**src/rtl/regfile_pkg.sv**
```systemverilog
// Shared types and defaults for the register file with scoreboard.
// Latency: n/a (types, constants and pure index-qualification helpers).
// Backpressure: n/a.
package regfile_pkg;

  typedef enum logic [0:0] {
    IDLE  = 1'b0,
    SWEEP = 1'b1
  } state_t;

  localparam int DEF_WIDTH = 32;
  localparam int DEF_NREG  = 32;

  // Index addresses a physical register (reads of index 0 return the hardwired zero).
  function automatic logic idx_in_range(input int idx, input int nreg);
    return (idx < nreg);
  endfunction

  // Index may be written or issued: register 0 and out-of-range indices are dropped.
  function automatic logic idx_writable(input int idx, input int nreg);
    return (idx > 0) && (idx < nreg);
  endfunction

endpackage

```
**src/rtl/regfile_scoreboard.sv**
```systemverilog
// Busy-bit scoreboard: issue sets, write clears, sweep clears one entry per cycle.
// Latency: busy reads combinational; updates visible after the next CLK edge.
// Backpressure: none; strobes arrive pre-qualified (IDLE, valid nonzero index). Option: REGFILE_BYPASS_EN.
module regfile_scoreboard
  import regfile_pkg::*;
#(
  parameter int NREG = DEF_NREG,
  parameter int AW   = $clog2(NREG)
) (
  input  logic          CLK,
  input  logic          RESET_N,
  input  logic          wr_en,
  input  logic [AW-1:0] wr_idx,
  input  logic          iss_en,
  input  logic [AW-1:0] iss_idx,
  input  logic          sweep_en,
  input  logic [AW-1:0] sweep_idx,
  input  logic [AW-1:0] rd_idx1,
  input  logic [AW-1:0] rd_idx2,
  output logic          rd_busy1,
  output logic          rd_busy2
);

  logic [NREG-1:0] busy_q;

  // Per-entry update; issue is applied after write so a same-cycle issue leaves the entry busy.
  always_ff @(posedge CLK or negedge RESET_N) begin
    if (!RESET_N) begin
      busy_q <= '0;
    end else begin
      for (int i = 1; i < NREG; i++) begin
        if (sweep_en && (sweep_idx == AW'(i))) begin
          busy_q[i] <= 1'b0;
        end else if (iss_en && (iss_idx == AW'(i))) begin
          busy_q[i] <= 1'b1;
        end else if (wr_en && (wr_idx == AW'(i))) begin
          busy_q[i] <= 1'b0;
        end
      end
    end
  end

  // Busy read ports; entry 0 is never set so it reads 0 without special-casing.
  always_comb begin
    rd_busy1 = idx_in_range(int'(rd_idx1), NREG) ? busy_q[rd_idx1] : 1'b0;
    rd_busy2 = idx_in_range(int'(rd_idx2), NREG) ? busy_q[rd_idx2] : 1'b0;
`ifdef REGFILE_BYPASS_EN
    // A read hitting this cycle's write sees the post-edge busy value.
    if (wr_en && (rd_idx1 == wr_idx)) rd_busy1 = iss_en && (iss_idx == wr_idx);
    if (wr_en && (rd_idx2 == wr_idx)) rd_busy2 = iss_en && (iss_idx == wr_idx);
`endif
  end

endmodule

```
**src/rtl/regfile_sb.sv**
```systemverilog
// Register file (reg 0 hardwired zero) with busy scoreboard and a bulk-clear sweep FSM.
// Latency: reads combinational; writes/issues land on the next edge; bulk clear takes NREG-1 cycles.
// Backpressure: none; writes/issues/clear requests are silently dropped while clear_busy. Option: REGFILE_BYPASS_EN.
module regfile_sb
  import regfile_pkg::*;
#(
  parameter  int WIDTH = DEF_WIDTH,
  parameter  int NREG  = DEF_NREG,
  localparam int AW    = $clog2(NREG)
) (
  input  logic             CLK,
  input  logic             RESET_N,
  input  logic             RegWrite,
  input  logic [AW-1:0]    w_reg,
  input  logic [WIDTH-1:0] w_data,
  input  logic [AW-1:0]    RegRead_1,
  input  logic [AW-1:0]    RegRead_2,
  output logic [WIDTH-1:0] r_data1,
  output logic [WIDTH-1:0] r_data2,
  output logic             r_busy1,
  output logic             r_busy2,
  input  logic             issue_valid,
  input  logic [AW-1:0]    issue_reg,
  input  logic             clear_req,
  output logic             clear_busy
);

  state_t           state;
  logic [AW-1:0]    sweep_idx;
  logic [WIDTH-1:0] mem [NREG];
  logic             we_q;
  logic             iss_q;
  logic             sweep_en;

  // Qualified strobes; RESET_N gating keeps bypassed read outputs at zero while in reset.
  assign we_q     = RESET_N && (state == IDLE) && RegWrite && idx_writable(int'(w_reg), NREG);
  assign iss_q    = RESET_N && (state == IDLE) && issue_valid && idx_writable(int'(issue_reg), NREG);
  assign sweep_en = (state == SWEEP);

  // Clear FSM: IDLE waits for clear_req, SWEEP walks indices 1..NREG-1 one per cycle.
  always_ff @(posedge CLK or negedge RESET_N) begin
    if (!RESET_N) begin
      state      <= IDLE;
      sweep_idx  <= AW'(1);
      clear_busy <= 1'b0;
    end else begin
      case (state)
        IDLE: begin
          if (clear_req) begin
            state      <= SWEEP;
            sweep_idx  <= AW'(1);
            clear_busy <= 1'b1;
          end
        end
        SWEEP: begin
          if (sweep_idx == AW'(NREG - 1)) begin
            state      <= IDLE;
            sweep_idx  <= AW'(1);
            clear_busy <= 1'b0;
          end else begin
            sweep_idx <= sweep_idx + 1'b1;
          end
        end
        default: begin
          state      <= IDLE;
          sweep_idx  <= AW'(1);
          clear_busy <= 1'b0;
        end
      endcase
    end
  end

  // Data array; entry 0 is only ever reset, so it stays zero.
  always_ff @(posedge CLK or negedge RESET_N) begin
    if (!RESET_N) begin
      for (int i = 0; i < NREG; i++) mem[i] <= '0;
    end else begin
      for (int i = 1; i < NREG; i++) begin
        if (sweep_en && (sweep_idx == AW'(i))) begin
          mem[i] <= '0;
        end else if (we_q && (w_reg == AW'(i))) begin
          mem[i] <= w_data;
        end
      end
    end
  end

  // Combinational data reads; out-of-range indices return zero.
  always_comb begin
    r_data1 = idx_in_range(int'(RegRead_1), NREG) ? mem[RegRead_1] : '0;
    r_data2 = idx_in_range(int'(RegRead_2), NREG) ? mem[RegRead_2] : '0;
`ifdef REGFILE_BYPASS_EN
    if (we_q && (RegRead_1 == w_reg)) r_data1 = w_data;
    if (we_q && (RegRead_2 == w_reg)) r_data2 = w_data;
`endif
  end

  regfile_scoreboard #(
    .NREG (NREG),
    .AW   (AW)
  ) u_scoreboard (
    .CLK       (CLK),
    .RESET_N   (RESET_N),
    .wr_en     (we_q),
    .wr_idx    (w_reg),
    .iss_en    (iss_q),
    .iss_idx   (issue_reg),
    .sweep_en  (sweep_en),
    .sweep_idx (sweep_idx),
    .rd_idx1   (RegRead_1),
    .rd_idx2   (RegRead_2),
    .rd_busy1  (r_busy1),
    .rd_busy2  (r_busy2)
  );

endmodule
```
**config.mk**
```make
export PLATFORM = sky130hd
export DESIGN_NAME = regfile_sb
export DESIGN_NICKNAME = d
export VERILOG_FILES = /design/src/rtl/regfile_pkg.sv /design/src/rtl/regfile_scoreboard.sv /design/src/rtl/regfile_sb.sv
export SDC_FILE = /design/constraint.sdc
export NUM_CORES = 2
export LEC_CHECK = 0
export CAP_MARGIN = 20
export CORE_ASPECT_RATIO = 2
export CORE_UTILIZATION = 54
export CTS_CLUSTER_DIAMETER = 30
export DETAILED_ROUTE_END_ITERATION = 10
export PLACE_DENSITY = 0.73
export SYNTH_ARGS = -nofsm -noshare
export SYNTH_HDL_FRONTEND = slang
export SYNTH_SLANG_ARGS = --single-unit
```
**constraint.sdc**
```tcl
create_clock -name CLK -period 3.5 [get_ports CLK]
set_input_delay 0.35 -clock CLK [delete_from_list [all_inputs] [get_ports CLK]]
set_output_delay 0.35 -clock CLK [all_outputs]
set_load 0.05 [all_outputs]
```
==> impl.org <==
** Synthesis
- Sequential element share of the synthesized area :: between 40% and 50%
- Synthesis handed over a netlist of ~4000 instances.
- After synthesis, the largest area contributor takes up a little under half of total cell area.
- Of all cell types, the one taking the most synthesized area is dfrtp_1.
- Among all flip-flop cells after synthesis, the most frequent one is dfrtp_1.
- Asr flop ratio synth :: 100%
- Yosys mapped a number of flops with a built-in enable equal to 0.
- Post-synthesis net count :: slightly above 4000
- Per-instance average area after synthesis :: around 13 um2
- For this run, the number of Yosys warnings is 33.
- Netlist area before placement :: 53900 um2
- Sorting the synthesized cells by area gives the leading types as dfrtp_1, a22o_1, mux4_2, mux2i_1, clkbuf_1.
- Synthesized flop and latch total :: 1030
- Unique cell type count in the Yosys netlist :: 47

** Die
- Die X-Extent :: between 200 and 250 um
- The floorplan step set the die height to ~450 um.
- Site Rows :: ~160
- Core outline area :: about 100000 um2
- The floorplan step defined a die boundary enclosing 101000 um2.
- 124 I/O pins were placed.
- The initial utilization of the core area, before any placement, comes to around 55%.

** Clock tree
- TritonCTS built the clock tree.
- At the later pin of the worst-skew pair, clock insertion delay measures 0.78 ns.
- Clock tree synthesis selected as its root buffer the cell clkbuf_16.
- After clock tree synthesis, the setup repair step added 0 buffers.
- Number of buffers created by CTS :: 137
- In this run the number of H-tree levels came out at 4.
- After clock tree synthesis, the clock-pin slew on the worst setup and hold paths is approximately 0.06 ns.
- No sink is reached through more buffers than the 3 on the longest clock path.
- CTS saw 1030 sinks.

** GRT
- The first global-routing pass estimated about 300000 um of wire.
- Total grt overflow :: 0
- The initial antenna violation count was 6.
- Via count of the first global-routing pass :: between 40000 and 50000
- Largest net degree at the start of global routing :: between 150 and 200
- GRT Util Overall :: between 40% and 50%

** STA
- Worst slew slack as a fraction of its limit :: between 10% and 20%
- The number of slew-limit violations in the final report came to 0.
- Clock Skews :: between 0.015 and 0.02 ns
- Worst-Margin Slew :: about 1.2 ns
- Final-report hold violation count :: 0
- Maximum clock rate :: 284 MHz
- Post-layout minimum cycle time :: about 3.5 ns
- Final Cycle Share :: 101%
- Worst setup slack after layout :: -0.0194 ns
- Count of endpoints failing setup in the final report :: 1
- Setup repair after global routing left no endpoint under its margin.

** Final layout
- Final core utilization :: a little under two thirds
- From synthesis to final layout, the design area changed by 17.1%.
- Fraction of layout cells with a size suffix above 1 :: between 20% and 30%
- Number of standard cells in the layout, taps in and fillers out :: around 5500
- In the final design database the tool counted 4080 nets.

** Outcome
- Outcome :: finished with violations
- Failing checks :: negative setup slack

** Worst setup path
- Startpoint-to-endpoint class of the critical path :: flop to output port
- The critical path starts at mem[9]$_DFFE_PN0P_.
- STA classifies the critical path endpoint as an output port.
- In this run the worst path has a maximum fanout of 3.
- Crit path launch type :: flop
- STA puts the critical path data required time at about 3.2 ns.
- Cells on worst reg2reg path :: 6
- WP data arrival :: about 3.2 ns
- Worst reg2reg endpoint :: mem[435]$_DFFE_PN0P_
- The worst register-to-register path has a setup slack of just over 0.4 ns.
- The worst register-to-register path begins at state$_DFF_PN0_.

** Route
- WL final :: approximately 210000 um
- Dividing the detail-routed via count by the number of cells gives between 8 and 9.
- The first routing iteration left approximately 5900 violations.
- DR pass1 iterations :: 8
- Average wire length per cell after detail routing :: approximately 39 um
- In the routed design, unresolved DRC markers number 0.
- Vias post-DR :: 43700
- Detail Route Antenna Nets :: 0

** Power and ir drop
- VDD sags by at most 534 uV.
- The analysis attributes to cell leakage a power of 0.0282 uW.
- For this design the ratio of total power to cell area is 520 nW/um2.

** Place
- Setup Slack @ Placement :: around 0.21 ns
- Input and output buffers added on the ports amount to around 120.
- Once placement completed, the tool counted placed cells totaling slightly above 5000.
- DP Wirelength :: around 120000 um
- Placer's final routability congestion estimate :: just over 1

** Run
- Max-capacitance violation count :: 0

** Hold path
- The worst hold path belongs to the class primary input to asynchronous set/reset pin.
## critical path, stage by stage, from the launching register on
cell,delay [ns]
dfrtp_1,0.40
mux4_2,0.48
a22o_1,0.27
o21ai_0,0.67
o31ai_1,0.33
buf_12,0.24
## routing by layer
layer	vias up	wire [um]	global-route usage (%)
met2	3895	94800	62.9
met1	22200	66400	49.1
li1	16300	-	-
met4	8	21700	35.7
met5	-	145	0.733
met3	1316	27200	14.2
## worst max path at each step
stage | to | slack (ns) | depth (start not counted)
after detailed placement | r_data1[7] | 0.21 | 7
final | r_data2[9] | -0.02 | 5
after global placement | r_data2[10] | 0.24 | 9
after global routing | r_data2[10] | 0.04 | 9
after floorplan | r_busy1 | 0.26 | 6
after CTS | r_data1[7] | 0.08 | 5
## placed cells by master (no fill, tap or decap), drive strengths merged, types with 2 or more instances in the layout
| cell | netlist | routed |
|---|---|---|
| a22o | 1189 | 1189 |
| mux2 | 65 | 65 |
| dfrtp | 1029 | 1029 |
| a21oi | 5 | 5 |
| nor2 | 89 | 89 |
| o32ai | 3 | 3 |
| o22ai | 66 | 66 |
| inv | 15 | 44 |
| mux4 | 396 | 396 |
| nand3 | 29 | 29 |
| xnor2 | 2 | 2 |
| o31ai | 67 | 67 |
| a22oi | 16 | 16 |
| clkinv | 0 | 35 |
| clkdlybuf4s50 | 0 | 46 |
| buf | 161 | 338 |
| a211oi | 66 | 66 |
| and2 | 67 | 67 |
| a32oi | 8 | 8 |
| or3b | 3 | 3 |
| nand2 | 13 | 13 |
| nand3b | 7 | 7 |
| o21ai | 66 | 66 |
| a2bb2oi | 7 | 7 |
| and3b | 3 | 3 |
| mux2i | 198 | 198 |
| clkbuf | 356 | 164 |
| o211a | 2 | 2 |
| ha | 6 | 6 |
| nor3 | 40 | 40 |
| nand2b | 8 | 8 |
| and3 | 2 | 2 |
| clkinvlp | 0 | 20 |
| bufinv | 0 | 6 |
| nor2b | 16 | 16 |
| diode | 0 | 6 |
## sequential cells by signal (all words and copies together) (netlist names)
name / count
clear_busy: 1
sweep_idx: 5
u_scoreboard.busy_q: 31
mem: 992
state: 1
## synthesized netlist by cell type, types with 2 or more instances
| cell | n |
|---|---|
| mux4_2 | 396 |
| a32oi_1 | 8 |
| a21oi_1 | 5 |
| buf_2 | 138 |
| and3_1 | 2 |
| mux2i_1 | 198 |
| xnor2_1 | 2 |
| nor2b_1 | 16 |
| a22oi_1 | 16 |
| a2bb2oi_1 | 7 |
| and2_1 | 67 |
| nand2b_1 | 8 |
| clkbuf_1 | 355 |
| a22o_1 | 1189 |
| dfrtp_1 | 1029 |
| or3b_1 | 2 |
| buf_1 | 20 |
| nor3_4 | 13 |
| o31ai_1 | 67 |
| o211a_1 | 2 |
| o32ai_1 | 3 |
| nor3_2 | 18 |
| a211oi_1 | 66 |
| o21ai_0 | 66 |
| nand3_1 | 28 |
| mux2_2 | 65 |
| o22ai_1 | 66 |
| nand2_1 | 13 |
| nor2_1 | 89 |
| nand3b_1 | 7 |
| and3b_1 | 3 |
| nor3_1 | 9 |
| buf_4 | 2 |
| inv_1 | 15 |
| ha_1 | 6 |
## layout make-up
cell class              count  area, um2
inverters                  15       56.3
clock inverters            90        912
fillers                  7196      35600
multi-input cells        2446      26300
clock buffers             162       3720
flip-flops and latches   1030      25800
repair buffers            387       4620
well taps                1320       1650
diodes                      6       15.0
## cell families after synthesis
kind of cell	after synthesis	synth area share, %
AOI/OAI and AO/OA	1497	23.2
xor gates and xnor gates	2	0.0325
adders and majority gates	6	0.139
buffers and inverters	532	4.06
DFF	1030	47.8
muxes	659	21.6
and+or+nand+nor	282	3.15
## per-stage QoR
| stage | total power [uW] | hold WS, ns | TNS [ns] | instance area, um2 |
|---|---|---|---|---|
| final | 32800 | 0.0282 | -0.0194 | 63100 |
| after global routing | 33500 | 0.0576 | 0 | 63100 |
| after CTS | 32600 | 0.0218 | 0 | 62900 |
| after detailed placement | 18400 | 0.197 | 0 | 58300 |
| after global placement | 18300 | 0.198 | 0 | 58100 |
| after floorplan | 16000 | 0.0544 | 0 | 53900 |
## power by group
group | leakage, uW | internal (uW) | switching [uW]
sequential | 0.0143 | 12500 | 556
clock | 0.00222 | 8260 | 6050
combinational | 0.0116 | 1920 | 3510
total | 0.0282 | 22700 | 10100
## repair_timing
item                                    4_1_cts  5_1_grt
hold buffers                                  1        0
resized for setup                             0        2
endpoints found under the hold margin       208        0
endpoints found under the setup margin        0        2
Power figures use the tool's default switching activity.
